<file path="config.mk">
export PLATFORM = sky130hd
export DESIGN_NAME = check_syntax_alu
export DESIGN_NICKNAME = d
export VERILOG_FILES = /design/src/rtl/check_syntax_alu.sv
export SDC_FILE = /design/constraint.sdc
export NUM_CORES = 1
export LEC_CHECK = 0
export BUFFER_PORTS_ARGS = -buffer_cell sky130_fd_sc_hd__buf_2
export CAP_MARGIN = 15
export CORE_ASPECT_RATIO = 2
export CORE_MARGIN = 2
export CORE_UTILIZATION = 51
export DETAILED_ROUTE_END_ITERATION = 10
export PLACE_DENSITY = 0.73
export SLEW_MARGIN = 5
export SYNTH_ARGS = -nofsm -noshare
export SYNTH_HDL_FRONTEND = slang
export SYNTH_SLANG_ARGS = --single-unit
</file>
<file path="constraint.sdc">
create_clock -name clock -period 5.7 [get_ports clock]
set_clock_uncertainty 0.1 [all_clocks]
set_input_delay 0.285 -clock clock [delete_from_list [all_inputs] [get_ports clock]]
set_output_delay 0.285 -clock clock [all_outputs]
set_load 0.05 [all_outputs]
</file>
<file path="src/rtl/check_syntax_alu.sv">
// check_syntax_alu: registered 8-bit two-operand ALU, one operation per clock, latency 1.
// reset_n is active-high despite its name.
package check_syntax_alu_pkg;
  localparam int DATA_W = 8;
  localparam int CTRL_W = 3;
  typedef struct packed {
    logic [CTRL_W-1:0] control_in;
    logic [DATA_W-1:0] a_in;
    logic [DATA_W-1:0] b_in;
  } port;
  typedef struct packed {
    logic [2*DATA_W-1:0] result;
    logic carry;
    logic zero;
    logic negative;
    logic overflow;
    logic valid;
  } o_port;
endpackage

module check_syntax_alu
  import check_syntax_alu_pkg::*;
(
  input  logic  clock,
  input  logic  reset_n,
  input  port   port_1,
  output o_port port_o
);
  localparam logic [CTRL_W-1:0] OP_ADD = 3'd0, OP_SUB = 3'd1, OP_MUL = 3'd2, OP_AND = 3'd3,
                                OP_OR = 3'd4, OP_XOR = 3'd5, OP_SHL = 3'd6;
  logic [DATA_W-1:0] w_a, w_b;
  logic [CTRL_W-1:0] w_op;
  logic [DATA_W:0] w_sum, w_dif;
  logic [2*DATA_W-1:0] w_mul, w_shl, w_shr, w_res;
  logic w_carry, w_ovf;
  o_port r_out;
  assign w_a = port_1.a_in;
  assign w_b = port_1.b_in;
  assign w_op = port_1.control_in;
  assign w_sum = {1'b0, w_a} + {1'b0, w_b};
  assign w_dif = {1'b0, w_a} - {1'b0, w_b};
  assign w_mul = {{DATA_W{1'b0}}, w_a} * {{DATA_W{1'b0}}, w_b};
  assign w_shl = {{DATA_W{1'b0}}, w_a} << w_b[2:0];
  // a sits in the upper byte so the bits shifted out of it land in the lower byte
  assign w_shr = {w_a, {DATA_W{1'b0}}} >> w_b[2:0];
  always_comb begin
    w_res = '0;
    w_carry = 1'b0;
    w_ovf = 1'b0;
    case (w_op)
      OP_ADD: begin
        w_res = {{(DATA_W-1){1'b0}}, w_sum};
        w_carry = w_sum[DATA_W];
        w_ovf = (w_a[DATA_W-1] == w_b[DATA_W-1]) && (w_sum[DATA_W-1] != w_a[DATA_W-1]);
      end
      OP_SUB: begin
        w_res = {{DATA_W{1'b0}}, w_dif[DATA_W-1:0]};
        w_carry = w_dif[DATA_W];
        w_ovf = (w_a[DATA_W-1] != w_b[DATA_W-1]) && (w_dif[DATA_W-1] != w_a[DATA_W-1]);
      end
      OP_MUL: w_res = w_mul;
      OP_AND: w_res = {{DATA_W{1'b0}}, w_a & w_b};
      OP_OR:  w_res = {{DATA_W{1'b0}}, w_a | w_b};
      OP_XOR: w_res = {{DATA_W{1'b0}}, w_a ^ w_b};
      OP_SHL: begin
        w_res = w_shl;
        w_carry = |w_shl[2*DATA_W-1:DATA_W];
      end
      default: begin
        w_res = {{DATA_W{1'b0}}, w_shr[2*DATA_W-1:DATA_W]};
        w_carry = |w_shr[DATA_W-1:0];
      end
    endcase
  end
  always_ff @(posedge clock) begin
    if (reset_n) r_out <= '0;
    else begin
      r_out.result <= w_res;
      r_out.carry <= w_carry;
      r_out.zero <= ~|w_res;
      r_out.negative <= (w_op == OP_MUL) ? w_res[2*DATA_W-1] : w_res[DATA_W-1];
      r_out.overflow <= w_ovf;
      r_out.valid <= 1'b1;
    end
  end
  assign port_o = r_out;
endmodule

</file>
==> reports/metrics.yaml, run 1 <==
outcome:
  status: "finished clean"
sta:
  fin_setup_tns_ns: 0
  rsz0062_at_grt: "no"
  hold_violations: 0
  fin_crit_sh_pct: 93.1
  max_slew_margin_pct: 42.9
  worst_slew_pin_slew_ns: 0.845
  finalCriticalPeriod_ns: 5.31
  slew_violations: 0
  max_freq_mhz: 188
  finalSetupViolations: 0
  worst_slack_ns: 0.394
  holdWs_ns: 0.283
routing:
  routedWlPerCell_um: 21.6
  drt_drc_violations_left: 0
  drt_iter0_markers: 334
  first_pass_iters: 5
  via_per_inst: 6.19
  drt_wl_total_um: 15900
  drt.antenna.violating_nets: 0
  vias: 4561
power_and_ir_drop:
  p_seq_share_pct: 13.7
  net-switching-power_uw: 603
  ir_drop_mv: 0.197
  p_leak_nw: 2.53
  power_frac_comb_pct: 73.7
  p_total_mw: 1.20
  swShare_pct: 50.2
  power.density_nw_per_um2: 236
  intPower_uw: 597
  clock_power_share_pct: 12.6
setup_path:
  cp-end-kind: "register"
  crit_chain: "buf_2 > ha_1 > inv_1 > fa_1 > fa_1 > inv_1 > fa_1 > inv_1 > fa_1 > inv_1 > ha_1 > o21ai_0 > o21bai_1 > a21oi_1 > xnor2_1 > a22o_1 > or4_1 > or4_1 > nor2_1"
  crit_slowest_cell: "fa_1"
  start_kind: "input pin"
  critPathTopFamily: "adder cells"
  critPathKind: "input pin to register"
  worstPathBufferInverterCount: 5
  path_max_fanout: 10
  required_ns: 5.80
  critPathArrivalTime_ns: 5.40
  cpPeakStageDelay_ns: 0.57
global_route:
  grt_pass1_wl_um: 24800
  use_met3_pct: 2.69
  use_met2_pct: 58.8
  antenna_found_initial: 0
  gr-max-usage-layer: "met2"
  grt_start_max_net_pins: 34
  grt_pass1_vias: 4800
  met1_usage_pct: 33.5
  grt_use_total_pct: 32.5
  grt_overflow: 0
hold_path:
  hp-class: "input pin to register"
layout:
  layout.nets: 756
  final_area_um2: 5090
  drive_gt1_share_pct: 12.4
  final_core_util_pct: 56.9
  area_delta_synth_final_pct: 9.62
  antennaDiodeCount: 0
  final_cells: 737
  num-fill-cells: 856
  largest_reg_flops: 21
placement:
  portBuffers: 41
  gp_congestion: 0.997
  placed_cell_area_um2: 5010
  dp.final_hpwl_um: 13300
  dp_cells: 733
  post-place-ws_ns: 0.165
clocking:
  cts_buffer_depth: 2
  cts.repair.resized: 0
  numClockSinks: 21
  numCtsBuffers: 3
  postCtsHoldBufs: 0
  path_clk_slew_ns: 0.06
  htreeDepth: 1
  postCtsSetupBuffers: 0
  cts_root_buffer: "clkbuf_16"
  cts_tree: "yes"
logic_synthesis:
  synth-seq-cells: 21
  netlist_area_um2: 4640
  yosys_warnings: 0
  synthesis.nets: 716
  ys.flop_type: "dfxtp_1"
  ys_seq_area_share_pct: 9.05
  yosysUniqueCellTypes: 65
  async_flop_share_pct: 0
  synth_edf_count: 0
  syn_inst: 596
  syn_area_per_cell_um2: 7.79
die:
  io_pins: 42
  dieWidth_um: 71.5
  initial_utilization_pct: 51.9
  core_area_um2: 8950
  dieHeight_um: 139
  rows: 49
  die-area_um2: 9930
job:
  drv_cap: 0
Yosys cell counts, types with 5 or more instances:
cell type / number / area (um^2)
nor2_1: 87 / 327
inv_1: 72 / 270
ha_1: 61 / 763
nand2_1: 41 / 154
fa_1: 38 / 761
a21oi_1: 32 / 160
mux2i_1: 24 / 240
dfxtp_1: 21 / 420
o21ai_0: 21 / 105
clkbuf_1: 16 / 60.1
nor2b_1: 11 / 68.8
nand2b_1: 10 / 62.6
a211oi_1: 9 / 67.6
buf_2: 9 / 45.0
nor3_1: 9 / 45.0
and2_1: 8 / 50.1
o211ai_1: 8 / 60.1
a31oi_1: 7 / 43.8
nand3_1: 7 / 35.0
xnor2_1: 6 / 52.6
a21o_1: 5 / 37.5
clkinv_1: 5 / 18.8
or3_1: 5 / 31.3
xor2_1: 5 / 43.8
layout by cell type, fill, tap and decap left out, types with 11 or more instances in the layout:
| master | synthesis | routed |
|---|---|---|
| a21oi_1 | 32 | 32 |
| buf_2 | 9 | 41 |
| buf_4 | 1 | 21 |
| dfxtp_1 | 21 | 21 |
| fa_1 | 38 | 38 |
| ha_1 | 61 | 61 |
| inv_1 | 72 | 72 |
| mux2i_1 | 24 | 24 |
| nand2_1 | 41 | 41 |
| nor2_1 | 87 | 87 |
| nor2b_1 | 11 | 11 |
| o21ai_0 | 21 | 21 |
power by group through the flow:
stage	Combinational, mW	Sequential (mW)	Clock [mW]
after floorplan	0.588	0.222	0
after global placement	0.855	0.168	0
after detailed placement	0.869	0.168	0
after CTS	0.875	0.165	0.151
after global routing	0.976	0.166	0.158
final	0.885	0.165	0.151
area by class of cell:
cell class	instances	area [um^2]	area share [%]
multi-input cells	470	3810	74.8
flip-flops and latches	21	420	8.26
repair buffers	62	363	7.13
inverters	78	293	5.75
well taps	102	128	2.51
clock buffers	3	75.1	1.47
clock inverters	1	5.00	0.0983
path summary, 6_finish.rpt:
path	startpoint	to	slack, ns	depth (start not counted)
max	port_1[11]	port_o[3]	0.39	19
min	reset_n	port_o[9]	0.28	2
logic make-up (layout without fill, tap and decap cells):
group / count (synthesis) / in the layout / synth area share (%)
buf+inv: 105 / 144 / 8.97
simple gates: 205 / 205 / 21.0
fa+ha+maj: 99 / 99 / 32.8
xor+xnor: 11 / 11 / 2.07
mux: 31 / 31 / 8.17
flops: 21 / 21 / 9.05
compound gates: 124 / 124 / 17.9
layer usage:
metal | part of all wire, % | up-vias
li1 | - | 2121
met3 | 4.2 | 76
met5 | 0 | -
met1 | 35 | 2158
met2 | 52 | 206
met4 | 8.4 | 0
No activity file was read; power rests on OpenSTA's default activity.
==> inputs of run 2 (changes only) <==
--- a/config.mk
+++ b/config.mk
@@ -5,13 +5,14 @@
 export SDC_FILE = /design/constraint.sdc
 export NUM_CORES = 1
 export LEC_CHECK = 0
+export ABC_AREA = 1
 export BUFFER_PORTS_ARGS = -buffer_cell sky130_fd_sc_hd__buf_2
 export CAP_MARGIN = 15
 export CORE_ASPECT_RATIO = 2
 export CORE_MARGIN = 2
 export CORE_UTILIZATION = 51
 export DETAILED_ROUTE_END_ITERATION = 10
-export PLACE_DENSITY = 0.73
+export PLACE_DENSITY = 0.7
 export SLEW_MARGIN = 5
 export SYNTH_ARGS = -nofsm -noshare
 export SYNTH_HDL_FRONTEND = slang
==> constraint.sdc (replaced) <==
create_clock -name clock -period 6.3 [get_ports clock]
set_clock_uncertainty 0.1 [all_clocks]
set_input_delay 0.315 -clock clock [delete_from_list [all_inputs] [get_ports clock]]
set_output_delay 0.315 -clock clock [all_outputs]
set_load 0.05 [all_outputs]
==> run 2 against run 1 <==
Effect of this change: area after synthesis is 5.4% higher; final area is 1.7% higher; first-iteration DRC count is 3.0% lower; routed wire length is 3.0% higher; sequential power is 10% lower; die area is 5.2% higher; synthesized cell count is 38% higher; clock power is 15% lower; hold slack better by 0.068 ns; non-clock buffer count is 21 lower.
==> reports/metrics.yaml, run 2 <==
outcome:
  status: "finished clean"
clocking:
  cts_buffer_depth: 2
  postCtsSetupBuffers: 0
  postCtsHoldBufs: 0
  numClockSinks: 21
  numCtsBuffers: 3
  cts.repair.resized: 0
  htreeDepth: 1
  cts_tree: "yes"
  path_clk_slew_ns: 0.05
  cts_root_buffer: "clkbuf_16"
layout:
  final_common_cell: "nand2_1"
  mostFrequentLayoutCells: "nand2_1 (224), inv_1 (189), nand3_1 (113)"
  layout.nets: 958
  area_delta_synth_final_pct: 5.75
  final_cells: 941
  final_area_um2: 5170
  drive_gt1_share_pct: 5.97
  largest_reg_flops: 21
  num-fill-cells: 1030
  antennaDiodeCount: 0
  final_core_util_pct: 55.5
hold_path:
  hp-class: "input pin to register"
power_and_ir_drop:
  p_seq_share_pct: 13.5
  net-switching-power_uw: 601
  power.density_nw_per_um2: 212
  p_leak_nw: 3.30
  p_total_mw: 1.10
  intPower_uw: 497
  clock_power_share_pct: 11.6
  power_frac_comb_pct: 74.9
  ir_drop_mv: 0.179
  swShare_pct: 54.8
setup_path:
  critPathArrivalTime_ns: 4.63
  crit_chain: "buf_2 > ha_1 > fa_1 > fa_1 > fa_1 > inv_1 > fa_1 > inv_1 > ha_1 > nand2_1 > nor2_1 > nand2_1 > nand3_1 > nand2_1 > nand2_1 > nand2_1 > nand3_1 > o21ai_0 > nor2_1 > nand3_1 > nor2_1"
  required_ns: 6.38
  cpPeakStageDelay_ns: 0.58
  worstPathBufferInverterCount: 3
  cp-end-kind: "register"
  critPathKind: "input pin to register"
  start_kind: "input pin"
  critPathTopFamily: "adder cells"
  path_common_cell: "nand2_1"
  path_max_fanout: 11
  crit_slowest_cell: "fa_1"
global_route:
  grt_overflow: 0
  antenna_found_initial: 0
  grt_use_total_pct: 33.8
  grt_start_max_net_pins: 26
  grt_pass1_vias: 5423
  grt_pass1_wl_um: 26900
logic_synthesis:
  synthesis.nets: 943
  yosysTopAreaCellShare_pct: 17.2
  syn_inst: 823
  ys_seq_area_share_pct: 8.59
  yosysTopAreaCell: "nand2_1"
  synth_edf_count: 0
  synthTopCellsByArea: "nand2_1 (17%), ha_1 (16%), fa_1 (16%)"
  async_flop_share_pct: 0
  syn_area_per_cell_um2: 5.95
  synth-seq-cells: 21
  synth_commonest_cells: "nand2_1 (224), inv_1 (189), nand3_1 (113)"
  yosys_warnings: 0
  ys.flop_type: "dfxtp_1"
  yosysUniqueCellTypes: 23
  netlist_area_um2: 4890
  yosysMostFrequentCell: "nand2_1"
sta:
  worst_slew_pin_slew_ns: 0.795
  max_freq_mhz: 220
  fin_setup_tns_ns: 0
  max_slew_margin_pct: 46.9
  hold_violations: 0
  rsz0062_at_grt: "no"
  slew_violations: 0
  finalSetupViolations: 0
  fin_crit_sh_pct: 72.2
  finalCriticalPeriod_ns: 4.55
placement:
  placed_cell_area_um2: 5090
  gp_congestion: 1.03
  portBuffers: 41
  dp.final_hpwl_um: 13700
  dp_cells: 937
die:
  initial_utilization_pct: 52.5
  dieWidth_um: 73.3
  dieHeight_um: 143
  die-area_um2: 10400
  rows: 50
  io_pins: 42
  core_area_um2: 9320
routing:
  drt.antenna.violating_nets: 0
  vias: 5286
  drt_drc_violations_left: 0
  drt_wl_total_um: 16400
  drt_iter0_markers: 324
  first_pass_iters: 5
  routedWlPerCell_um: 17.4
  via_per_inst: 5.62
job:
  drv_cap: 0
==> run 2: kinds of logic (layout without fill, tap and decap cells) <==
kind of cell,Yosys count,after routing,synth area share [%]
buffers and inverters,221,235,17.3
and+or+nand+nor,438,438,37.9
adders and majority gates,99,99,31.1
DFF,21,21,8.59
AOI/OAI and AO/OA,41,41,4.47
xor gates and xnor gates,3,3,0.537
==> run 2: final timing paths <==
kind / start / cells after the start / endpoint
min: reset_n / 2 / port_o[12]
max: port_1[12] / 21 / port_o[3]
==> run 2: routing by layer <==
metal / wire length (um) / track usage, % / vias to the layer above
li1: - / - / 2538
met1: 5460 / 33.8 / 2465
met2: 8790 / 62.1 / 212
met3: 829 / 3.47 / 71
met4: 1320 / 23.3 / 0
met5: 0 / 0 / -
==> run 2: final cells by class <==
| class | instances | area [um^2] | area share [%] |
|---|---|---|---|
| clock buffer | 3 | 75.1 | 1.45 |
| clock inverter | 1 | 5.00 | 0.0967 |
| inverter | 190 | 713 | 13.8 |
| multi-input combinational | 581 | 3630 | 70.1 |
| sequential | 21 | 420 | 8.12 |
| tap | 104 | 130 | 2.51 |
| timing repair buffer | 41 | 205 | 3.97 |
==> run 2: through the flow <==
step	hold slack, ns	worst slack, ns
floorplan	0.487	2.00
global placement	0.595	1.67
detailed placement	0.605	1.53
CTS	0.351	1.78
global route	0.386	1.43
finish	0.352	1.75
==> run 2: power groups by stage <==
stage          logic, mW  clock network [mW]  registers, mW
2_1_floorplan      0.553                   0          0.197
3_3_place_gp       0.802                   0          0.151
3_5_place_dp       0.813                   0          0.151
4_1_cts            0.819               0.128          0.148
5_1_grt            0.943               0.136          0.149
6_report           0.822               0.128          0.148
==> inputs of run 3 (changes only) <==
==> constraint.sdc (replaced) <==
create_clock -name clock -period 4.5 [get_ports clock]
set_clock_uncertainty 0.1 [all_clocks]
set_input_delay 0.225 -clock clock [delete_from_list [all_inputs] [get_ports clock]]
set_output_delay 0.225 -clock clock [all_outputs]
set_load 0.05 [all_outputs]
==> run 3 against run 2 <==
Effect of this change: global-route usage up 1.1 points; highest routed layer unchanged; flip-flop and latch count is the same; critical endpoint unchanged; clock-buffer cell count unchanged; largest cell class unchanged; clock power grew 41%.
==> reports/metrics.yaml, run 3 (same netlist as run 2, synthesis figures left out) <==
outcome:
  status: "finished clean"
routing:
  drt_iter0_markers: 373
  vias: 5269
  via_per_inst: 5.52
  drt_wl_total_um: 17000
  drt.antenna.violating_nets: 0
  first_pass_iters: 7
  drt_drc_violations_left: 0
  routedWlPerCell_um: 17.8
layout:
  layout.nets: 972
  largest_reg_flops: 21
  final_cells: 955
  final_common_cell: "nand2_1"
  area_delta_synth_final_pct: 8.46
  drive_gt1_share_pct: 7.87
  mostFrequentLayoutCells: "nand2_1 (224), inv_1 (189), nand3_1 (113)"
  antennaDiodeCount: 0
die:
  rows: 50
  die-area_um2: 10400
  initial_utilization_pct: 52.5
  dieWidth_um: 73.3
  dieHeight_um: 143
  core_area_um2: 9320
  io_pins: 42
clocking:
  cts_tree: "yes"
  cts_root_buffer: "clkbuf_16"
  cts_buffer_depth: 2
  numClockSinks: 21
  numCtsBuffers: 3
  htreeDepth: 1
  path_clk_slew_ns: 0.05
sta:
  max_freq_mhz: 237
  worst_slew_pin_slew_ns: 0.620
  hold_violations: 0
  rsz0062_at_grt: "no"
  holdWs_ns: 0.244
  finalCriticalPeriod_ns: 4.21
  slew_violations: 0
  fin_setup_tns_ns: 0
  fin_crit_sh_pct: 93.6
  finalSetupViolations: 0
  max_slew_margin_pct: 58.5
setup_path:
  path_common_cell: "nand2_1"
  cp.depth: 21
  required_ns: 4.58
  worstPathBufferInverterCount: 3
  critPathArrivalTime_ns: 4.30
  start_kind: "input pin"
  cp-end-kind: "register"
  crit_chain: "buf_2 > ha_1 > fa_1 > fa_1 > fa_1 > inv_1 > fa_1 > inv_1 > ha_4 > nand2_1 > nor2_1 > nand2_1 > nand3_1 > nand2_1 > nand2_1 > nand2_1 > nand3_1 > o21ai_0 > nor2_1 > nand3_1 > nor2_1"
  cpPeakStageDelay_ns: 0.61
  critPathTopFamily: "adder cells"
  crit_slowest_cell: "fa_1"
  path_max_fanout: 9
  crit_path_start: "port_1[4]"
  crit_end: "port_o[3]"
  critPathKind: "input pin to register"
placement:
  dp_cells: 951
  gp_congestion: 0.994
  dp.final_hpwl_um: 14600
  portBuffers: 41
power_and_ir_drop:
  power.density_nw_per_um2: 304
  p_leak_nw: 3.36
  p_total_mw: 1.61
  ir_drop_mv: 0.268
hold_path:
  hp-class: "input pin to register"
job:
  drv_cap: 0
global_route:
  grt_overflow: 0
  antenna_found_initial: 0
  grt_start_max_net_pins: 25
  grt_use_total_pct: 34.9
  grt_pass1_wl_um: 27400
  grt_pass1_vias: 5381
==> run 3: cell types whose count changed in the layout (fill, tap and decap cells not counted), sizes merged <==
| cell | previous run | this run |
|---|---|---|
| buf | 41 | 55 |
==> run 3: where the power goes <==
part	leakage, nW	internal (mW)	switching [mW]	total [mW]
Sequential	0.172	0.204	0.00386	0.208
Clock	0.0409	0.119	0.0617	0.181
Combinational	3.15	0.418	0.807	1.23
Total	3.36	0.741	0.872	1.61
==> run 3: routing by layer <==
metal  global-route usage, %  wire length (um)  share of wire, %  vias to the layer above
met3                    1.77               677               4.0                       59
met1                    36.7              5940                35                     2442
met2                    64.4              9050                53                      203
li1                        -                 -                 -                     2565
met4                    22.4              1350               7.9                        0
met5                       0                 0                 0                        -
==> run 3: timing repair <==
item | 4_1_cts | 5_1_grt
hold buffers | 0 | 0
endpoints found under the hold margin | 0 | 0
setup endpoints to repair | 0 | 2
buffers inserted | 0 | 0
resized for setup | 0 | 3
==> run 3: worst min-delay path by stage <==
stage	startpoint	endpoint	slack, ns	cells past startpoint
floorplan	port_1[2]	port_o[5]	0.40	3
global route	reset_n	port_o[19]	0.26	2
detailed placement	reset_n	port_o[14]	0.50	2
CTS	reset_n	port_o[12]	0.25	2
global placement	reset_n	port_o[10]	0.49	2
finish	reset_n	port_o[12]	0.24	2
==> run 3: cell type report <==
cell class                      count  area (um^2)
Sequential cell                    21          420
Tap cell                          104          130
Clock buffer                        3         75.1
Timing Repair Buffer               55          310
Inverter                          190          713
Fill cell                         992         4010
Multi-Input combinational cell    581         3650
Clock inverter                      1         5.00
==> run 3: per-stage QoR <==
stage / instance area, um^2 / util [%] / setup slack, ns
after floorplan: 4890 / - / 0.295
after global placement: 5200 / 55.8 / 0.114
after detailed placement: 5200 / 55.8 / 0.00519
after CTS: 5280 / 56.6 / 0.259
after global routing: 5310 / 56.9 / 0.0120
final: 5310 / 56.9 / 0.289
